## config.mk

```make
export PLATFORM = sky130hd
export DESIGN_NAME = branch_resolve_ctrl_flat
export DESIGN_NICKNAME = d
export VERILOG_FILES = /design/src/rtl/branch_resolve_ctrl_pkg.sv /design/src/rtl/branch_resolve_ctrl_if.sv /design/src/rtl/branch_resolve_ctrl_cmp.sv /design/src/rtl/branch_resolve_ctrl.sv /design/src/flat_wrapper.sv
export SDC_FILE = /design/constraint.sdc
export NUM_CORES = 1
export LEC_CHECK = 0
export ABC_AREA = 1
export CELL_PAD_IN_SITES_DETAIL_PLACEMENT = 1
export CELL_PAD_IN_SITES_GLOBAL_PLACEMENT = 2
export CORE_ASPECT_RATIO = 0.6
export CORE_MARGIN = 2
export CORE_UTILIZATION = 33
export CTS_CLUSTER_DIAMETER = 150
export DETAILED_ROUTE_END_ITERATION = 7
export DONT_BUFFER_PORTS = 1
export PLACE_DENSITY_LB_ADDON = 0.1
export SETUP_SLACK_MARGIN = 0.15
export SLEW_MARGIN = 5
export SYNTH_ARGS = -nofsm -noshare
export SYNTH_HDL_FRONTEND = slang
export SYNTH_SLANG_ARGS = --single-unit
```

## constraint.sdc

```tcl
create_clock -name clk -period 3.5 [get_ports clk]
set_clock_uncertainty 0.15 [all_clocks]
set_input_delay 0.7 -clock clk [delete_from_list [all_inputs] [get_ports clk]]
set_output_delay 0.7 -clock clk [all_outputs]
set_load 0.005 [all_outputs]
```

## src/rtl/branch_resolve_ctrl_pkg.sv

```systemverilog
// Shared definitions for the ID-stage branch resolution controller.
// Contents: branch type encodings, controller state encodings, and the
// uses_rt helper that tells whether a branch type compares against rt.
package br_pkg;

  typedef enum logic [2:0] {
    BR_BEQ  = 3'd0,
    BR_BNE  = 3'd1,
    BR_BLEZ = 3'd2,
    BR_BGTZ = 3'd3,
    BR_BLTZ = 3'd4,
    BR_BGEZ = 3'd5
  } br_type_e;

  typedef enum logic [1:0] {
    ST_IDLE = 2'd0,
    ST_WAIT = 2'd1,
    ST_HOLD = 2'd2
  } state_e;

  // Only the two-register compares need rt; the zero compares ignore it.
  function automatic logic uses_rt(input logic [2:0] br_type);
    return (br_type == BR_BEQ) || (br_type == BR_BNE);
  endfunction

endpackage

```

## src/rtl/branch_resolve_ctrl_if.sv

```systemverilog
// Bundle between the D stage / forwarding network and the branch resolver.
// master: pipeline side (drives the branch, operands, stall/flush; reads the
//         redirect, stall, error flag and performance counters).
// slave : branch_resolve_ctrl.
interface branch_resolve_ctrl_if #(
  parameter int CNT_W = 32
);
  logic             br_valid;
  logic [2:0]       br_type;
  logic [31:0]      rs_val;
  logic [31:0]      rt_val;
  logic             rs_ready;
  logic             rt_ready;
  logic [31:0]      pc_d;
  logic [15:0]      imm16;
  logic             stall_ext;
  logic             flush_d;
  logic             stall_d;
  logic             redirect;
  logic [31:0]      redirect_pc;
  logic             wait_timeout;
  logic [CNT_W-1:0] cnt_branch;
  logic [CNT_W-1:0] cnt_taken;
  logic [CNT_W-1:0] cnt_stall;

  modport master (
    output br_valid, br_type, rs_val, rt_val, rs_ready, rt_ready,
           pc_d, imm16, stall_ext, flush_d,
    input  stall_d, redirect, redirect_pc, wait_timeout,
           cnt_branch, cnt_taken, cnt_stall
  );

  modport slave (
    input  br_valid, br_type, rs_val, rt_val, rs_ready, rt_ready,
           pc_d, imm16, stall_ext, flush_d,
    output stall_d, redirect, redirect_pc, wait_timeout,
           cnt_branch, cnt_taken, cnt_stall
  );
endinterface

```

## src/rtl/branch_resolve_ctrl_cmp.sv

```systemverilog
// br_cmp: operand comparator for branch resolution.
// Ports: rs, rt (32-bit operands) -> eq (rs == rt), gt_z (signed rs > 0),
//        ge_z (signed rs >= 0).
module br_cmp (
  input  logic [31:0] rs,
  input  logic [31:0] rt,
  output logic        eq,
  output logic        gt_z,
  output logic        ge_z
);
  assign eq   = (rs == rt);
  assign ge_z = ~rs[31];
  assign gt_z = ~rs[31] & (|rs);
endmodule

```

## src/rtl/branch_resolve_ctrl.sv

```systemverilog
// branch_resolve_ctrl: ID-stage branch resolution for the 5-stage pipeline.
// Waits for forwarded operands, evaluates the branch, drives the PC redirect
// and D-stage stall, holds the outcome while the D stage is frozen, and keeps
// branch / taken / stall performance counters.
// Ports: clk, reset (async, active-low), bus (branch_resolve_ctrl_if.slave).
module branch_resolve_ctrl
  import br_pkg::*;
#(
  parameter int MAX_WAIT = 4,
  parameter int WAIT_W   = 3,
  parameter int CNT_W    = 32
) (
  input  logic                  clk,
  input  logic                  reset,
  branch_resolve_ctrl_if.slave  bus
);

  state_e            state, state_n;
  logic              eq, gt_z, ge_z;
  logic              taken, ops_ok;
  logic [31:0]       target;
  logic              hold_taken;
  logic [31:0]       hold_pc;
  logic [WAIT_W-1:0] wait_cnt, wait_cnt_n;
  logic              timeout_q;
  logic [CNT_W-1:0]  cnt_branch_q, cnt_taken_q, cnt_stall_q;
  logic              stall, redir, retire, retire_taken, latch_en;
  logic [31:0]       redir_pc;

  br_cmp u_cmp (
    .rs   (bus.rs_val),
    .rt   (bus.rt_val),
    .eq   (eq),
    .gt_z (gt_z),
    .ge_z (ge_z)
  );

  assign ops_ok = bus.rs_ready & (bus.rt_ready | ~uses_rt(bus.br_type));
  assign target = bus.pc_d + 32'd4 + {{14{bus.imm16[15]}}, bus.imm16, 2'b00};

  always_comb begin
    taken = 1'b0;
    case (bus.br_type)
      BR_BEQ:  taken = eq;
      BR_BNE:  taken = ~eq;
      BR_BLEZ: taken = ~gt_z;
      BR_BGTZ: taken = gt_z;
      BR_BLTZ: taken = ~ge_z;
      BR_BGEZ: taken = ge_z;
      default: taken = 1'b0;
    endcase
  end

  // NOTE: every output of a combinational block gets a default before any
  // branch; a path that leaves one unassigned would infer a latch.
  always_comb begin
    state_n      = state;
    stall        = 1'b0;
    redir        = 1'b0;
    redir_pc     = target;
    retire       = 1'b0;
    retire_taken = 1'b0;
    latch_en     = 1'b0;
    if (bus.flush_d) begin
      state_n = ST_IDLE;
    end else begin
      case (state)
        ST_IDLE, ST_WAIT: begin
          state_n = ST_IDLE;
          if (bus.br_valid) begin
            if (!ops_ok) begin
              stall   = 1'b1;
              state_n = ST_WAIT;
            end else begin
              redir = taken;
              if (bus.stall_ext) begin
                latch_en = 1'b1;
                state_n  = ST_HOLD;
              end else begin
                retire       = 1'b1;
                retire_taken = taken;
              end
            end
          end
        end
        ST_HOLD: begin
          // Outcome was frozen when the branch resolved; live operands may
          // already belong to younger producers and must not be looked at.
          redir    = hold_taken;
          redir_pc = hold_pc;
          if (!bus.stall_ext) begin
            retire       = 1'b1;
            retire_taken = hold_taken;
            state_n      = ST_IDLE;
          end
        end
        default: state_n = ST_IDLE;
      endcase
    end
  end

  // The counter tracks stall cycles of the current wait episode: the first
  // stall (taken from IDLE) counts as 1, each further WAIT stall adds one.
  always_comb begin
    if (state == ST_WAIT)
      wait_cnt_n = (wait_cnt == {WAIT_W{1'b1}}) ? wait_cnt : wait_cnt + WAIT_W'(1);
    else
      wait_cnt_n = WAIT_W'(1);
  end

  // NOTE: state, latch and counters are all cleared by the asynchronous reset
  // so a branch caught mid-WAIT or mid-HOLD is dropped without being counted.
  always_ff @(posedge clk or negedge reset) begin
    if (!reset) begin
      state        <= ST_IDLE;
      hold_taken   <= 1'b0;
      hold_pc      <= '0;
      wait_cnt     <= '0;
      timeout_q    <= 1'b0;
      cnt_branch_q <= '0;
      cnt_taken_q  <= '0;
      cnt_stall_q  <= '0;
    end else begin
      // NOTE: sequential state uses non-blocking assignments so every
      // register samples the pre-edge values regardless of statement order.
      state <= state_n;
      if (latch_en) begin
        hold_taken <= taken;
        hold_pc    <= target;
      end
      if (stall) begin
        wait_cnt <= wait_cnt_n;
        if (wait_cnt_n >= WAIT_W'(MAX_WAIT)) timeout_q <= 1'b1;
      end
      cnt_branch_q <= cnt_branch_q + CNT_W'(retire);
      cnt_taken_q  <= cnt_taken_q + CNT_W'(retire_taken);
      cnt_stall_q  <= cnt_stall_q + CNT_W'(stall);
    end
  end

  // IDLE/WAIT outputs are combinational from the inputs, so they are gated
  // while reset is low.
  assign bus.stall_d      = stall & reset;
  assign bus.redirect     = redir & reset;
  assign bus.redirect_pc  = redir_pc;
  assign bus.wait_timeout = timeout_q;
  assign bus.cnt_branch   = cnt_branch_q;
  assign bus.cnt_taken    = cnt_taken_q;
  assign bus.cnt_stall    = cnt_stall_q;

endmodule

```

## src/flat_wrapper.sv

```systemverilog
// flat-port wrapper written by rule: the top's interface ports become plain ports
module branch_resolve_ctrl_flat import br_pkg::*;
#(
  parameter int MAX_WAIT = 4,
  parameter int WAIT_W   = 3,
  parameter int CNT_W    = 32
)
  (clk, reset, bus_br_valid, bus_br_type, bus_rs_val, bus_rt_val, bus_rs_ready, bus_rt_ready, bus_pc_d, bus_imm16, bus_stall_ext, bus_flush_d, bus_stall_d, bus_redirect, bus_redirect_pc, bus_wait_timeout, bus_cnt_branch, bus_cnt_taken, bus_cnt_stall);
  branch_resolve_ctrl_if #(.CNT_W(CNT_W)) bus_i ();
  input  logic clk;
  input  logic reset;
  input wire logic [$bits(bus_i.br_valid)-1:0] bus_br_valid;
  input wire logic [$bits(bus_i.br_type)-1:0] bus_br_type;
  input wire logic [$bits(bus_i.rs_val)-1:0] bus_rs_val;
  input wire logic [$bits(bus_i.rt_val)-1:0] bus_rt_val;
  input wire logic [$bits(bus_i.rs_ready)-1:0] bus_rs_ready;
  input wire logic [$bits(bus_i.rt_ready)-1:0] bus_rt_ready;
  input wire logic [$bits(bus_i.pc_d)-1:0] bus_pc_d;
  input wire logic [$bits(bus_i.imm16)-1:0] bus_imm16;
  input wire logic [$bits(bus_i.stall_ext)-1:0] bus_stall_ext;
  input wire logic [$bits(bus_i.flush_d)-1:0] bus_flush_d;
  output wire logic [$bits(bus_i.stall_d)-1:0] bus_stall_d;
  output wire logic [$bits(bus_i.redirect)-1:0] bus_redirect;
  output wire logic [$bits(bus_i.redirect_pc)-1:0] bus_redirect_pc;
  output wire logic [$bits(bus_i.wait_timeout)-1:0] bus_wait_timeout;
  output wire logic [$bits(bus_i.cnt_branch)-1:0] bus_cnt_branch;
  output wire logic [$bits(bus_i.cnt_taken)-1:0] bus_cnt_taken;
  output wire logic [$bits(bus_i.cnt_stall)-1:0] bus_cnt_stall;
  assign bus_i.br_valid = bus_br_valid;
  assign bus_i.br_type = bus_br_type;
  assign bus_i.rs_val = bus_rs_val;
  assign bus_i.rt_val = bus_rt_val;
  assign bus_i.rs_ready = bus_rs_ready;
  assign bus_i.rt_ready = bus_rt_ready;
  assign bus_i.pc_d = bus_pc_d;
  assign bus_i.imm16 = bus_imm16;
  assign bus_i.stall_ext = bus_stall_ext;
  assign bus_i.flush_d = bus_flush_d;
  assign bus_stall_d = bus_i.stall_d;
  assign bus_redirect = bus_i.redirect;
  assign bus_redirect_pc = bus_i.redirect_pc;
  assign bus_wait_timeout = bus_i.wait_timeout;
  assign bus_cnt_branch = bus_i.cnt_branch;
  assign bus_cnt_taken = bus_i.cnt_taken;
  assign bus_cnt_stall = bus_i.cnt_stall;
  branch_resolve_ctrl #(.MAX_WAIT(MAX_WAIT), .WAIT_W(WAIT_W), .CNT_W(CNT_W)) u_core (.clk(clk), .reset(reset), .bus(bus_i));
endmodule
```

==> results of run 1 <==
[final cells by class]
cell class	instances	share of cell area (%)
well taps	367	3.63
flip-flops and latches	135	26.7
clock buffers	20	3.61
inverters	138	4.17
repair buffers	155	9.43
clock inverters	11	1.18
multi-input cells	901	51.3
[where the power goes]
group | switching, uW | internal, uW | leakage, uW
registers | 147 | 1750 | 0.00171
clock network | 763 | 1160 | 0.000300
logic | 825 | 753 | 0.00395
[worst paths after layout]
check / start / slack [ns] / cells past startpoint / endpoint
setup / recovery: bus_pc_d[3] / 0.03 / 15 / bus_redirect_pc[29]
hold / removal: reset / -0.20 / 0 / u_core.bus.cnt_stall[31]$_DFF_PN0_
setup reg to reg: u_core.state[1]$_DFFE_PN0P_ / 0.61 / 14 / u_core.bus.cnt_branch[31]$_DFF_PN0_
hold reg to reg: u_core.hold_pc[20]$_DFFE_PN0P_ / 0.33 / 2 / u_core.hold_pc[20]$_DFFE_PN0P_
max in group asynchronous: reset / 3.20 / 0 / u_core.bus.cnt_branch[11]$_DFF_PN0_
min in group clk: bus_pc_d[1] / 0.25 / 2 / u_core.hold_pc[1]$_DFFE_PN0P_
[metal layers]
layer	wire length, um	share of wire (%)
met5	0	0
met4	284	0.89
met1	16600	52
met3	1730	5.4
met2	13200	42
[worst max-delay path, stage by stage]
cell	delay, ns
sky130_fd_sc_hd__ha_4	0.23
sky130_fd_sc_hd__ha_4	0.16
sky130_fd_sc_hd__fa_2	0.35
sky130_fd_sc_hd__nand2_2	0.07
sky130_fd_sc_hd__nand2_2	0.06
sky130_fd_sc_hd__o21ai_4	0.08
sky130_fd_sc_hd__o21ai_2	0.08
sky130_fd_sc_hd__nand2_2	0.09
sky130_fd_sc_hd__nand2_4	0.08
sky130_fd_sc_hd__nand3b_1	0.19
sky130_fd_sc_hd__nand2_1	0.09
sky130_fd_sc_hd__nand2_1	0.11
sky130_fd_sc_hd__nand3_2	0.09
sky130_fd_sc_hd__o21ai_2	0.10
sky130_fd_sc_hd__buf_4	0.13
[per-stage QoR]
stage               total power (uW)  util [%]  std cells
CTS                             5320      43.9       1714
detailed placement              3150      38.6       1676
global placement                3120      38.6       1676
floorplan                       2550         -       1186
global route                    5720      46.2       1727
finish                          5400      46.2       1727
[cells in the final DEF, fill, tap and decap left out, types with 19 or more instances in the layout]
| cell type | synthesis | routed |
|---|---|---|
| sky130_fd_sc_hd__buf_4 | 0 | 147 |
| sky130_fd_sc_hd__dfrtp_1 | 135 | 135 |
| sky130_fd_sc_hd__ha_1 | 64 | 20 |
| sky130_fd_sc_hd__ha_4 | 0 | 41 |
| sky130_fd_sc_hd__inv_1 | 135 | 125 |
| sky130_fd_sc_hd__nand2_1 | 288 | 248 |
| sky130_fd_sc_hd__nand2_2 | 2 | 34 |
| sky130_fd_sc_hd__nand3_1 | 88 | 70 |
| sky130_fd_sc_hd__nand4_1 | 24 | 24 |
| sky130_fd_sc_hd__nor2_1 | 111 | 85 |
| sky130_fd_sc_hd__nor2_2 | 6 | 21 |
| sky130_fd_sc_hd__nor3_1 | 25 | 19 |
| sky130_fd_sc_hd__o21ai_0 | 77 | 53 |
| sky130_fd_sc_hd__xnor2_1 | 54 | 50 |
| sky130_fd_sc_hd__xor2_1 | 67 | 63 |
[cells by family after synthesis]
logic type      share of synthesized area (%)
simple gates                             28.9
buf+inv                                  6.15
flops                                    36.9
compound gates                           7.49
xor+xnor                                 11.6
fa+ha+maj                                8.97
[state kept, by name (all words and copies together) (netlist names)]
signal / count
u_core.bus.cnt_branch: 32
u_core.hold_taken: 1
u_core.state: 2
u_core.wait_cnt: 3
u_core.bus.cnt_taken: 32
u_core.bus.wait_timeout: 1
u_core.hold_pc: 32
u_core.bus.cnt_stall: 32
[repair_timing]
| item | in CTS | in global routing |
|---|---|---|
| pin swaps | 42 | 47 |
| buffers inserted | 7 | 13 |
| resized for setup | 153 | 119 |
| endpoints found under the setup margin | 26 | 40 |
| hold endpoints to repair | 135 | 135 |
==> impl_results.md, run 1 <==
* Leading cell types by count after synthesis: sky130_fd_sc_hd__nand2_1, sky130_fd_sc_hd__dfrtp_1, sky130_fd_sc_hd__inv_1, sky130_fd_sc_hd__nor2_1, sky130_fd_sc_hd__nand3_1
* Clock network latency to the later pin of the worst-skew pair at around 0.43 ns
* Leakage dissipation at slightly below 0.006 uW
* Number of buffers created by CTS at 17
* Wire length of the first global-routing pass at 49.7 mm
* Number of enable-type register cells in the synthesized netlist at 0
* DRC violation total after the first TritonRoute iteration at approximately 430
* Max Fclk at about 290 MHz
* Global routing usage on met1 at 33.8%
* Total GRT Usage at between 20% and 30%
* Most repeated cell in the gate-level netlist after synthesis: sky130_fd_sc_hd__nand2_1
* Die Ht at 133 um
* Die Outline Area at between 20000 and 30000 um^2
* Pre-CTS setup slack at -0.312 ns
* Type of the worst setup path: in -> out
* Post-synthesis instance area at between 9000 and 10000 um^2
* Max-cap check violation count at 0
* Synth area leader: sky130_fd_sc_hd__dfrtp_1
* Post-Synthesis Net Count at 1373
* Core region area at about 27000 um^2
* Syn-to-layout area delta at 38.3%
* Synthesis Warnings at 0
* Total wirelength of the detailed-routed design at between 30 and 40 mm
* Worst-case hold slack at -0.196 ns
* Met2 usage at 31.7%
* Clk pin slew, worst setup/hold paths at ~0.06 ns
* Maximum clock path buffer count at 2
* Worst hold-check path type: in -> async
* Half-perimeter wire length after placement at roughly 25 mm
* Share of post-route cells with drive strength above 1 at a little under a third
* Initial antenna violation count at 0
* Synthesized area per cell at 7.71 um^2
* Nets@finish at between 1500 and 2000
* Area of combinational cells with multiple inputs at between 6000 and 7000 um^2
* Total negative setup slack at 0 ns
* #FFs+latches synth at approximately 140
* Antenna-violating nets left at 0
* Total number of H-tree levels at 4
* Async set-reset flop share out of synthesis at between 90% and 100%
* Sequential-to-total area share from yosys stat at roughly 37%
* Number of filler instances in the final layout at roughly 3300
* Max-Slew Margin vs Limit at a little under three fifths
* Data arrival time of the worst path at about 2.6 ns
* Via count of the first global-routing pass at slightly below 9000
* CTS root buffer: sky130_fd_sc_hd__clkbuf_16
* Placed instance area at 10600 um^2
* Largest cells by area after synthesis: sky130_fd_sc_hd__dfrtp_1, sky130_fd_sc_hd__nand2_1, sky130_fd_sc_hd__ha_1
* Most congested layer reported by global routing: met1
* Startpoint type of the worst setup path: input port
* Met3 usage in global routing at under 10%
* Worst Tran Pin Value at 0.649 ns
* Crit Path Max Fanout at 3
* Sink Count at 135
* Largest net degree at the start of global routing at 138
* Cells after Synth at about 1200
* TritonCTS clock tree: done
* Vias/cell at roughly 4.9
* Data required time of the worst path at 2.65 ns
* Max VDD drop at approximately 0.00023 V
* Total setup violations reported at the end of the flow at 0
* Pwr dens at roughly 430 nW/um^2
* Wire length per cell after detailed routing at roughly 18 um
* Effective utilization at floorplan at about 33%
* Final period utilization at a little under 100%
* Total grt overflow at 0
* Count of different cell masters after synthesis at 39
* Setup repair after global routing missed its margin: true
* Period minus WS final at about 3.5 ns
* Most common flop cell mapped by yosys: sky130_fd_sc_hd__dfrtp_1
* Run status: finished, violations left
* Buffers added on ports at 0
* Post-route design area at around 13000 um^2
* Fin worst setup slack at roughly 0.034 ns
* Count of final hold-check violations at 135
* Sequential cell area at 3380 um^2
* Number of vias in the routed layout at 8471
* Chip Width at roughly 220 um
* Nature of the critical path endpoint: output port
* First-pass iteration count of the detailed router at 4
* Gp weighted congestion at about 0.87
* Number of ports placed on the die boundary at 253
* Count of standard-cell rows at 47
* Number of max-slew violations in the final report at 0
* Violated checks: hold timing
* ANT cells at 0
* DRC viols at 0
* Area share of the leading cell type in the synthesized netlist at 36.9%
No activity file was read; power rests on OpenSTA's default activity.
==> inputs of run 2 (changes only) <==
--- a/config.mk
+++ b/config.mk
@@ -6,10 +6,9 @@
 export NUM_CORES = 1
 export LEC_CHECK = 0
-export ABC_AREA = 1
 export CELL_PAD_IN_SITES_DETAIL_PLACEMENT = 1
 export CELL_PAD_IN_SITES_GLOBAL_PLACEMENT = 2
 export CORE_ASPECT_RATIO = 0.6
 export CORE_MARGIN = 2
-export CORE_UTILIZATION = 33
+export CORE_UTILIZATION = 40
 export CTS_CLUSTER_DIAMETER = 150
 export DETAILED_ROUTE_END_ITERATION = 7
==> constraint.sdc (replaced) <==
create_clock -name clk -period 4.2 [get_ports clk]
set_clock_uncertainty 0.15 [all_clocks]
set_input_delay 0.84 -clock clk [delete_from_list [all_inputs] [get_ports clk]]
set_output_delay 0.84 -clock clk [all_outputs]
set_load 0.1 [all_outputs]
==> impl_results.md, run 2 <==
* Run status: finished, violations left
* Violated checks: hold timing, setup timing
* Worst-case hold slack at -0.0317 ns (+0.164 ns)
* Startpoint type of the worst setup path: input port
* Synthesis Warnings at 0 (unchanged)
* Total GRT Usage at 25.3% (+3.2 points)
* Critical path cell sequence: ha_4 > ha_4 > a211oi_2 > nor2_1 > o31a_1 > a211o_1 > a221oi_4 > buf_12 > o31ai_4 > xor2_1 > mux2_4 > buf_12
* Share of post-route cells with drive strength above 1 at 30.3% (+0.18 points)
* Nature of the critical path endpoint: output port
* Max VDD drop at 0.000371 V (+60%)
* #FFs+latches synth at 135 (unchanged)
* Leading cell types by count after synthesis: sky130_fd_sc_hd__nand2_1, sky130_fd_sc_hd__dfrtp_1, sky130_fd_sc_hd__xnor2_1, sky130_fd_sc_hd__xor2_1, sky130_fd_sc_hd__ha_1
* Fin worst setup slack at -0.221 ns (-0.255 ns)
* Combinational power share at 45.7% (+17 points)
* Cell internal pwr at 3110 uW (-15%)
* Max-Slew Margin vs Limit at 28.5% (-28 points)
* Die Outline Area at 21800 um^2 (-25%)
* Buffers & Inverters on Critical Path at 2 (+1)
* Die Ht at 115 um (-13%)
* Number of max-slew violations in the final report at 0 (unchanged)
* Total grt overflow at 0 (unchanged)
* Antenna-violating nets left at 0 (unchanged)
* Buffers added on ports at 0 (unchanged)
* Net switching power at 2390 uW (+38%)
* Clock network latency to the later pin of the worst-skew pair at 0.42 ns (about the same)
* Final period utilization at 105%
* Count of different cell masters after synthesis at 49 (+26%)
* Max stage delay on crit path at 0.36 ns (about the same)
* Via count of the first global-routing pass at 7905 (-9.8%)
* Most frequent standard cell in the layout excluding fill and tap cells: sky130_fd_sc_hd__nand2_1
* Clk pin slew, worst setup/hold paths at 0.06 ns (about the same)
* Placed cell count at 1284 (-23%)
* Chip Width at 189 um (-14%)
* Data arrival time of the worst path at 3.43 ns (+0.81 ns)
* Number of buffers created by CTS at 17 (unchanged)
* Largest net degree at the start of global routing at 139 (+0.72%)
* Count of standard-cell rows at 40 (-15%)
* Initial antenna violation count at 0 (unchanged)
* Slack of the worst reg-to-reg path at 0.91 ns (+0.30 ns)
* Largest delay share family, worst path: compound AO/OA/AOI/OAI gates
* Syn-to-layout area delta at 39.4%
* Worst hold-check path type: in -> async
* Relative contribution of the clock network to total power at 25.5% (-10 points)
* Number of ports placed on the die boundary at 253 (unchanged)
* Core occupancy in the finished layout at 57.1% (+11 points)
* DRC violation total after the first TritonRoute iteration at 315 (-26%)
* Share of total power in sequential cells at 28.8% (-6.4 points)
* Post-route design area at 11500 um^2 (-9.2%)
* Total setup violations reported at the end of the flow at 13 (+13)
* Most repeated cell in the gate-level netlist after synthesis: sky130_fd_sc_hd__nand2_1
* Leakage dissipation at 0.00539 uW (-9.5%)
* Wire length of the first global-routing pass at 42.8 mm (-14%)
* Commonest cells after routing, fill and taps aside: sky130_fd_sc_hd__nand2_1, sky130_fd_sc_hd__buf_4, sky130_fd_sc_hd__dfrtp_1
* CTS root buffer: sky130_fd_sc_hd__clkbuf_16
* Worst Tran Pin Value at 1.07 ns (+0.423 ns)
* Wire length per cell after detailed routing at 20.8 um (+13%)
* Maximum clock path buffer count at 2 (unchanged)
* Async set-reset flop share out of synthesis at 100% (unchanged)
* Post-synthesis instance area at 8240 um^2 (-9.9%)
* Crit Path Max Fanout at 6 (+3)
* Placed instance area at 10200 um^2 (-4.0%)
* Most common flop cell mapped by yosys: sky130_fd_sc_hd__dfrtp_1
* Type of the worst setup path: in -> out
* Total negative setup slack at -1.78 ns (-1.78 ns)
* First-pass iteration count of the detailed router at 4 (unchanged)
* Post-layout instance count excluding filler cells at 1338 (-23%)
* Largest cells by area after synthesis: sky130_fd_sc_hd__dfrtp_1, sky130_fd_sc_hd__ha_1, sky130_fd_sc_hd__xnor2_1
* Period minus WS final at 4.42 ns
* Total number of H-tree levels at 4 (unchanged)
* Sequential-to-total area share from yosys stat at 41.0% (+4.1 points)
* Max-cap check violation count at 0 (unchanged)
* Post-Synthesis Net Count at 1069 (-22%)
* Core region area at 20100 um^2 (-27%)
* Sink Count at 135 (unchanged)
* Gp weighted congestion at 0.967 (+11%)
* Number of vias in the routed layout at 7218 (-15%)
* Nets@finish at 1241 (-19%)
* Number of enable-type register cells in the synthesized netlist at 0 (unchanged)
* Area share of the leading cell type in the synthesized netlist at 41.0% (+4.1 points)
* Vias/cell at 5.39 (+10%)
* Library cell contributing the largest single delay on the critical path: sky130_fd_sc_hd__a211o_1
* TritonCTS clock tree: done
* Effective utilization at floorplan at 41.0% (+7.6 points)
* Cells after Synth at 882 (-26%)
* DRC viols at 0 (unchanged)
* Count of final hold-check violations at 73 (-46%)
* Synth area leader: sky130_fd_sc_hd__dfrtp_1
* Synthesized area per cell at 9.34 um^2 (+21%)
* ANT cells at 0 (unchanged)
* Number of filler instances in the final layout at 2214 (-32%)
* Pwr dens at 478 nW/um^2 (+12%)
* Setup repair after global routing missed its margin: true
* Pre-CTS setup slack at -0.353 ns (-0.0412 ns)
* Half-perimeter wire length after placement at 20.5 mm (-17%)
* Total wirelength of the detailed-routed design at 27.8 mm (-12%)
* Net switching fraction of the power at 43.5% (+11 points)
* Data required time of the worst path at 3.21 ns (+0.56 ns)
* Max Fclk at around 230 MHz
[run 2: changes by cell type after synthesis, moves of 8 or more]
cell / delta
sky130_fd_sc_hd__a21o_1: +13
sky130_fd_sc_hd__and3_1: +21
sky130_fd_sc_hd__clkbuf_1: +10
sky130_fd_sc_hd__inv_1: -124
sky130_fd_sc_hd__mux2_2: +12
sky130_fd_sc_hd__nand2_1: -113
sky130_fd_sc_hd__nand3_1: -44
sky130_fd_sc_hd__nor2_1: -54
sky130_fd_sc_hd__nor3_1: -21
sky130_fd_sc_hd__nor4_1: +8
sky130_fd_sc_hd__o21ai_0: -45
sky130_fd_sc_hd__xnor2_1: +29
[run 2: worst register-to-register path, stage by stage, from the launching register on]
cell and delay (ns):
sky130_fd_sc_hd__dfrtp_1 0.47, sky130_fd_sc_hd__nand3b_1 0.37, sky130_fd_sc_hd__a211oi_1 0.49, sky130_fd_sc_hd__ha_1 0.34, sky130_fd_sc_hd__ha_1 0.26, sky130_fd_sc_hd__and3_1 0.27
sky130_fd_sc_hd__and2_1 0.21, sky130_fd_sc_hd__nor2b_1 0.31, sky130_fd_sc_hd__nand3_1 0.14, sky130_fd_sc_hd__xnor2_1 0.15
[run 2: through the flow]
| stage | total power (uW) | hold slack [ns] |
|---|---|---|
| finish | 5500 | -0.0317 |
| global route | 5720 | -0.0565 |
| CTS | 5430 | -0.0576 |
| detailed placement | 3890 | 0.317 |
| global placement | 3830 | 0.309 |
| floorplan | 3230 | 0.296 |
[run 2: routing by layer]
metal | share of wire, % | global-route usage (%)
met1 | 44 | 32.6
met2 | 49 | 43.9
met3 | 5.0 | 5.13
met4 | 1.5 | 6.67
met5 | 0 | 0
[run 2: worst paths after layout]
check                                                      endpoint                      startpoint  cells after the start
worst max register to register  u_core.bus.cnt_branch[18]$_DFF_PN0_     u_core.state[1]$_DFFE_PN0P_                      9
max in group asynchronous       u_core.bus.cnt_branch[26]$_DFF_PN0_                           reset                      0
worst min register to register       u_core.hold_pc[18]$_DFFE_PN0P_  u_core.hold_pc[18]$_DFFE_PN0P_                      2
min in group clk                     u_core.hold_pc[18]$_DFFE_PN0P_  u_core.hold_pc[18]$_DFFE_PN0P_                      2
worst min-delay path             u_core.bus.cnt_taken[15]$_DFF_PN0_                           reset                      0
worst max-delay path                            bus_redirect_pc[30]                     bus_pc_d[4]                     12
[run 2: final cells by class]
type,instances,area (um^2),share of cell area [%]
well taps,273,342,2.97
inverters,11,46.3,0.403
clock inverters,12,108,0.936
multi-input cells,714,5590,48.6
clock buffers,18,429,3.73
flip-flops and latches,135,3380,29.4
repair buffers,175,1600,13.9
[run 2: power groups by stage]
stage                     logic [uW]  registers [uW]  clock network (uW)
after detailed placement        2290            1600                   0
after CTS                       2410            1580                1440
final                           2510            1580                1400
after global placement          2240            1590                   0
after global routing            2630            1600                1490
after floorplan                 1240            1990                   0
[run 2: kinds of logic after synthesis]
logic type,share of synthesized area (%)
fa+ha+maj,9.96
buf+inv,1.50
flops,41.0
compound gates,8.90
simple gates,20.7
xor+xnor,16.0
mux,1.88
[run 2: repair_timing]
action | 4_1_cts | 5_1_grt
buffers inserted | 16 | 8
pin swaps | 43 | 45
hold endpoints to repair | 135 | 135
resized for setup | 62 | 51
setup endpoints to repair | 22 | 31
